$ cat src/rtl/mem_access_ctrl_if.sv
// Memory-side bus of mem_access_ctrl: address/data/request out, read data and
// completion strobe back. master = controller, slave = memory.
`timescale 1ns/1ps
interface mem_access_ctrl_if;
  logic [15:0] memAddr;
  logic [15:0] memWData;
  logic        memReq;
  logic        memWr;
  logic [15:0] memRData;
  logic        memAck;

  modport master (
    output memAddr, memWData, memReq, memWr,
    input  memRData, memAck
  );

  modport slave (
    input  memAddr, memWData, memReq, memWr,
    output memRData, memAck
  );
endinterface

$ cat src/rtl/mem_access_ctrl.sv
// LC-3 style MAR/MDR memory access controller (IDLE -> ACCESS -> DONE).
// Optional ACCESS timeout with sticky memErr is enabled by defining MEM_TIMEOUT_EN.
`timescale 1ns/1ps
module mem_access_ctrl #(
  parameter int unsigned TIMEOUT_CYCLES = 64
) (
  input  logic                    clk,
  input  logic                    reset,
  input  logic [15:0]             MARMuxOut,
  input  logic                    ldMAR,
  input  logic [15:0]             busIn,
  input  logic                    ldMDR,
  input  logic                    memEN,
  input  logic                    memWE,
  output logic [15:0]             MAR,
  output logic [15:0]             MDR,
  output logic                    memReady,
  output logic                    busy,
  output logic                    memErr,
  mem_access_ctrl_if.master       mem
);

  typedef enum logic [1:0] {IDLE, ACCESS, DONE} state_t;

  state_t state;
  state_t stateNext;
  logic   memWrQ;
  logic   accept;
  logic   timeoutHit;

  assign accept = (state == IDLE) && memEN;

  always_ff @(posedge clk or posedge reset) begin
    if (reset) begin
      state <= IDLE;
    end else begin
      state <= stateNext;
    end
  end

  always_comb begin
    stateNext = state;
    unique case (state)
      IDLE:    if (memEN) stateNext = ACCESS;
      ACCESS:  if (mem.memAck || timeoutHit) stateNext = DONE;
      DONE:    stateNext = IDLE;
      default: stateNext = IDLE;
    endcase
  end

  always_comb begin
    mem.memReq = (state == ACCESS);
    memReady   = (state == DONE);
    busy       = (state != IDLE);
  end

  // Loads are only honoured in IDLE; read data lands on the completing edge.
  always_ff @(posedge clk or posedge reset) begin
    if (reset) begin
      MAR    <= '0;
      MDR    <= '0;
      memWrQ <= 1'b0;
    end else if (state == IDLE) begin
      if (ldMAR) MAR <= MARMuxOut;
      if (ldMDR) MDR <= busIn;
      if (memEN) memWrQ <= memWE;
    end else if ((state == ACCESS) && mem.memAck && !memWrQ) begin
      MDR <= mem.memRData;
    end
  end

  assign mem.memAddr  = MAR;
  assign mem.memWData = MDR;
  assign mem.memWr    = memWrQ;

`ifdef MEM_TIMEOUT_EN
  localparam int unsigned CntW = $clog2(TIMEOUT_CYCLES + 1);

  logic [CntW-1:0] toCount;
  logic            errQ;

  // Expiry is the last ACCESS cycle without memAck; an ack on that cycle wins.
  assign timeoutHit = (state == ACCESS) && !mem.memAck &&
                      (toCount == CntW'(TIMEOUT_CYCLES - 1));

  always_ff @(posedge clk or posedge reset) begin
    if (reset) begin
      toCount <= '0;
    end else if ((state == ACCESS) && !mem.memAck && !timeoutHit) begin
      toCount <= toCount + 1'b1;
    end else begin
      toCount <= '0;
    end
  end

  always_ff @(posedge clk or posedge reset) begin
    if (reset) begin
      errQ <= 1'b0;
    end else if (accept) begin
      errQ <= 1'b0;
    end else if (timeoutHit) begin
      errQ <= 1'b1;
    end
  end

  assign memErr = errQ;
`else
  assign timeoutHit = 1'b0;
  assign memErr     = 1'b0;
`endif

endmodule
$ cat src/flat_wrapper.sv
// flat-port wrapper written by rule: the top's interface ports become plain ports
module mem_access_ctrl_flat 
#(
  parameter int unsigned TIMEOUT_CYCLES = 64
)
  (clk, reset, MARMuxOut, ldMAR, busIn, ldMDR, memEN, memWE, MAR, MDR, memReady, busy, memErr, mem_memAddr, mem_memWData, mem_memReq, mem_memWr, mem_memRData, mem_memAck);
  mem_access_ctrl_if mem_i ();
  input  logic clk;
  input  logic reset;
  input  logic [15:0] MARMuxOut;
  input  logic ldMAR;
  input  logic [15:0] busIn;
  input  logic ldMDR;
  input  logic memEN;
  input  logic memWE;
  output logic [15:0] MAR;
  output logic [15:0] MDR;
  output logic memReady;
  output logic busy;
  output logic memErr;
  output wire logic [$bits(mem_i.memAddr)-1:0] mem_memAddr;
  output wire logic [$bits(mem_i.memWData)-1:0] mem_memWData;
  output wire logic [$bits(mem_i.memReq)-1:0] mem_memReq;
  output wire logic [$bits(mem_i.memWr)-1:0] mem_memWr;
  input wire logic [$bits(mem_i.memRData)-1:0] mem_memRData;
  input wire logic [$bits(mem_i.memAck)-1:0] mem_memAck;
  assign mem_memAddr = mem_i.memAddr;
  assign mem_memWData = mem_i.memWData;
  assign mem_memReq = mem_i.memReq;
  assign mem_memWr = mem_i.memWr;
  assign mem_i.memRData = mem_memRData;
  assign mem_i.memAck = mem_memAck;
  mem_access_ctrl #(.TIMEOUT_CYCLES(TIMEOUT_CYCLES)) u_core (.clk(clk), .reset(reset), .MARMuxOut(MARMuxOut), .ldMAR(ldMAR), .busIn(busIn), .ldMDR(ldMDR), .memEN(memEN), .memWE(memWE), .MAR(MAR), .MDR(MDR), .memReady(memReady), .busy(busy), .memErr(memErr), .mem(mem_i));
endmodule
$ cat config.mk
export PLATFORM = sky130hd
export DESIGN_NAME = mem_access_ctrl_flat
export DESIGN_NICKNAME = d
export VERILOG_FILES = /design/src/rtl/mem_access_ctrl_if.sv /design/src/rtl/mem_access_ctrl.sv /design/src/flat_wrapper.sv
export SDC_FILE = /design/constraint.sdc
export NUM_CORES = 1
export LEC_CHECK = 0
export BUFFER_PORTS_ARGS = -buffer_cell sky130_fd_sc_hd__buf_2
export CORE_UTILIZATION = 45
export CTS_CLUSTER_DIAMETER = 100
export DETAILED_ROUTE_END_ITERATION = 7
export GPL_ROUTABILITY_DRIVEN = 0
export PLACE_DENSITY = 0.85
export RECOVER_POWER = 25
export SETUP_SLACK_MARGIN = 0.5
export SYNTH_ARGS = -nofsm -noshare
export SYNTH_HDL_FRONTEND = slang
export SYNTH_SLANG_ARGS = --single-unit
$ cat constraint.sdc
create_clock -name clk -period 2.99 [get_ports clk]
set_input_delay 0.299 -clock clk [delete_from_list [all_inputs] [get_ports clk]]
set_output_delay 0.299 -clock clk [all_outputs]
set_load 0.01 [all_outputs]
* Word level (Yosys, flattened, before mapping)
Cells that the tools add are included.
Word-level totals: register bits after elaboration 35
Operators by class: mux-type cells 6, equality and inequality tests 5, reductions and logical operators 10
Operators with widths (count):
- two-way mux 16 bit | 3
- AND reduction 2 bit | 4
- two-way mux 2 bit | 2
- inequality test 2 bit (second input constant) | 2
- one-hot mux 2 bit (2 select lines) | 1
- nonzero test 2 bit | 2
- equality test 2 x 1 -> 1 bit (second input constant) | 1
- equality test 2 bit (second input constant) | 1
- logical AND 1 bit | 2
- zero test 2 bit | 1
- inequality test 2 x 1 -> 1 bit (second input constant) | 1
- zero test 1 bit | 1

* Logic depth before layout (Yosys ltp)
word-level depth 5, mapped depth 5, depth with buffers taken out 3

* Worst setup path after synthesis
No wires, ideal clock.
path kind register to register, from reg u_core.state[0], to reg u_core.MDR[0], buffers on the path 2, cell stages (with the launch flop) 6, required time 2865 ps, arrival 1461 ps, setup slack 1404 ps, period minus slack after synthesis 1586 ps, cells stage by stage dfrtp_1 -> nor2_2 -> buf_6 -> buf_6 -> mux2_4 -> mux2_4
On the way: cells in the longest elaborated chain, start to end 5, elaborated cells on any way between the ends 8
RTL lines:
- start, declared | RTL line mem_access_ctrl.sv:25 | state_t state;
- start signal, assigned | RTL line mem_access_ctrl.sv:37 | state <= stateNext;
- equality test 2 x 1 -> 1 bit | RTL line mem_access_ctrl.sv:67 | end else if ((state == ACCESS) && mem.memAck && !memWrQ) begin
- logical AND 1 bit (2 in series) | RTL line mem_access_ctrl.sv:67
- nonzero test 2 bit (no source line)
- AND reduction 2 bit (no source line)
- end signal, assigned | RTL line mem_access_ctrl.sv:65 | if (ldMDR) MDR <= busIn;
- end signal, assigned | RTL line mem_access_ctrl.sv:68 | MDR <= mem.memRData;
- end, declared | RTL line mem_access_ctrl.sv:16 | output logic [15:0] MDR,
Parallel ways exist; a longest one is shown, timed or not. A chain may end at the register's enable or synchronous reset.

* Worst setup path in the final report
from reg u_core.state[0], to reg u_core.MAR[15]
On the way: cells in the longest elaborated chain, start to end 2
RTL lines:
- zero test 2 bit | RTL line mem_access_ctrl.sv:63 | end else if (state == IDLE) begin
- AND reduction 2 bit (no source line)
- end signal, assigned | RTL line mem_access_ctrl.sv:64 | if (ldMAR) MAR <= MARMuxOut;
- end, declared | RTL line mem_access_ctrl.sv:15 | output logic [15:0] MAR,
No other way between the ends.

==> results.cfg <==
[run]
cap_violations = 0

[power_and_ir_drop]
p_leak_nw = 1.260
peakVddDrop_v = 0.0005047
power_density_mw_per_mm2 = 1095

[logic_synthesis]
synth_cells = 135
yosysTopAreaCell = dfrtp_1
syn_area_mm2 = 0.001889
yosysTopAreaCellShare = 0.4636
synth_cell_types = 20
yosysMostFrequentCell = dfrtp_1
synth-main-ff-cell = dfrtp_1
synth_warnings = 0
synth_nets = 190
synth-async-reset-ratio = 1.000
syn_area_per_cell_um2 = 13.99
synth_edf_count = 0
synth.area.top_cells = dfrtp_1 46%, buf_4 14%, mux2_4 14%
synthTopCellsByCount = 35 x dfrtp_1, 34 x buf_4, 21 x mux2_2
ys_ff_latch = 35
seq_area_frac_synth = 0.4636

[finish]
fill_cells = 317
multi_input_area_um2 = 699.4
diodes = 0
area_growth_pct = 24.83
finalNonFillerCells = 278
layout.nets = 283
seqCellArea_um2 = 875.8
drive_above_1_share = 0.7632
fin_util = 0.5854
final_area_mm2 = 0.002359

[global_route]
track_usage = 0.1602
grt_max_degree = 22
overflow = 0
grt_pass1_wl_mm = 5.209
antenna_found_initial = 0
grt_pass1_vias = 1112

[timing]
setup_viol = 0
clock.fmax_mhz = 496.5
clock_skew_ns = 0.003939
tightest_slew_ns = 0.9685
finalHoldViolations = 0
period_needed_ns = 2.014
relSlewSlack = 0.3543
fin_tns_setup_ns = 0
maxSlewViolCount = 0
min_period_over_period = 0.6736
grt_setup_unrepaired = no
setup_ws_ns = 0.9759

[drt]
drtIter0Drc = 41
ant_nets = 0
drt-pass1-iter-count = 4
vias = 1283
wire_per_inst_um = 12.37
drc = 0
finalWirelength_mm = 3.440
viasPerCell = 4.615

[worst_setup_path]
critPathMaxFanout = 21
arrival_ns = 2.18
crit_path_end_kind = flip-flop
critPathKind = flip-flop to flip-flop
critPathLaunchType = flip-flop
cp.required_ns = 3.16

[die]
die_h_um = 66.80
die-area_mm2 = 0.004462
core_region_area_mm2 = 0.004029
io_pins = 124
die_w_um = 66.80
rows = 23
start_util = 0.4689

[placed_design]
placed_area_mm2 = 0.002275
dp_hpwl_mm = 2.591
pre_cts_ws_ns = 0.9551
port_buffers = 122
dp_cells = 271

[clock_network]
post_cts_resized = 0
clockBufferDepth = 2
cts_root_buf = clkbuf_8
cts_hold_buffers = 0
cts_tree = yes
clock_latency_ns = 0.28
cts_sinks = 35
cts_buffers = 5
post_cts_buffers = 0
h-tree-depth = 2
clk_pin_slew_ns = 0.07

[outcome]
status = finished clean

[min_path]
hp-class = primary input to async pin
-- flip-flops by register name, summed over array words and instances (netlist names) --
signal / count
u_core.MAR: 16
u_core.state: 2
u_core.mem.memWr: 1
u_core.MDR: 16
-- metrics by stage --
step	total power, mW	hold WS, ns
finish	2.584	0.09612
global route	2.788	0.1670
CTS	2.615	0.1265
detailed placement	2.263	0.4324
global placement	2.233	0.4199
floorplan	2.053	0.3936
-- final cells by class --
| cell class | instances | area share |
|---|---|---|
| inverter | 3 | 0.004775 |
| sequential | 35 | 0.3714 |
| clock inverter | 1 | 0.002122 |
| tap | 50 | 0.02653 |
| timing repair buffer | 124 | 0.2637 |
| multi-input combinational | 59 | 0.2966 |
| clock buffer | 6 | 0.03501 |
-- report_power, final --
part           leakage, nW  internal (mW)  switching, mW
Combinational        0.801          0.733          0.626
Clock               0.0470          0.181          0.160
Sequential           0.411          0.714          0.170
-- path summary, 6_finish.rpt --
path | from | end | slack [ns] | depth (start not counted)
setup / recovery | u_core.state[0]$_DFFE_PP0P_ | u_core.MAR[15]$_DFFE_PP0P_ | 0.98 | 4
hold / removal | reset | u_core.MDR[10]$_DFFE_PP0P_ | 0.1 | 2
setup reg to reg | u_core.state[0]$_DFFE_PP0P_ | u_core.MAR[15]$_DFFE_PP0P_ | 0.98 | 4
hold reg to reg | u_core.state[1]$_DFFE_PP0P_ | u_core.state[0]$_DFFE_PP0P_ | 0.49 | 1
max in group asynchronous | reset | u_core.MAR[1]$_DFFE_PP0P_ | 1.60 | 3
min in group clk | MARMuxOut[3] | u_core.MAR[3]$_DFFE_PP0P_ | 0.23 | 2
-- per-layer routing --
| layer | part of all wire | GRT usage |
|---|---|---|
| met1 | 0.41 | 0.1974 |
| met5 | 0 | 0 |
| met4 | 0.017 | 0.07979 |
| met3 | 0.10 | 0.03938 |
| met2 | 0.47 | 0.2588 |
-- critical path, cell delays in order (launching register included) --
cell     delay (ns)
dfrtp_1        0.42
nor2_2         0.11
buf_4          0.30
and2_1         0.65
mux2_2         0.41
-- placed cells by master, fill, tap and decap left out --
cell type	n
buf_2	122
dfrtp_1	35
mux2_2	21
mux2_4	17
mux2_1	10
clkbuf_8	6
inv_1	3
nor2_2	1
and2b_4	1
a32oi_4	1
and2_1	1
and2b_2	1
and2_2	1
a21oi_1	1
a31o_2	1
nor2_1	1
a211oi_1	1
conb_1	1
clkinv_2	1
buf_4	1
clkbuf_1	1
-- logic make-up (layout without fill, tap and decap cells) --
| logic type | count (synthesis) | count (layout) | share of synthesized area |
|---|---|---|---|
| and+or+nand+nor | 6 | 6 | 0.02252 |
| muxes | 48 | 48 | 0.3199 |
| buffers and inverters | 41 | 134 | 0.1662 |
| other | 1 | 1 | 0.001985 |
| AOI/OAI and AO/OA | 4 | 4 | 0.02583 |
| DFF | 35 | 35 | 0.4636 |
Note: power is estimated with default switching activity, not from simulation.
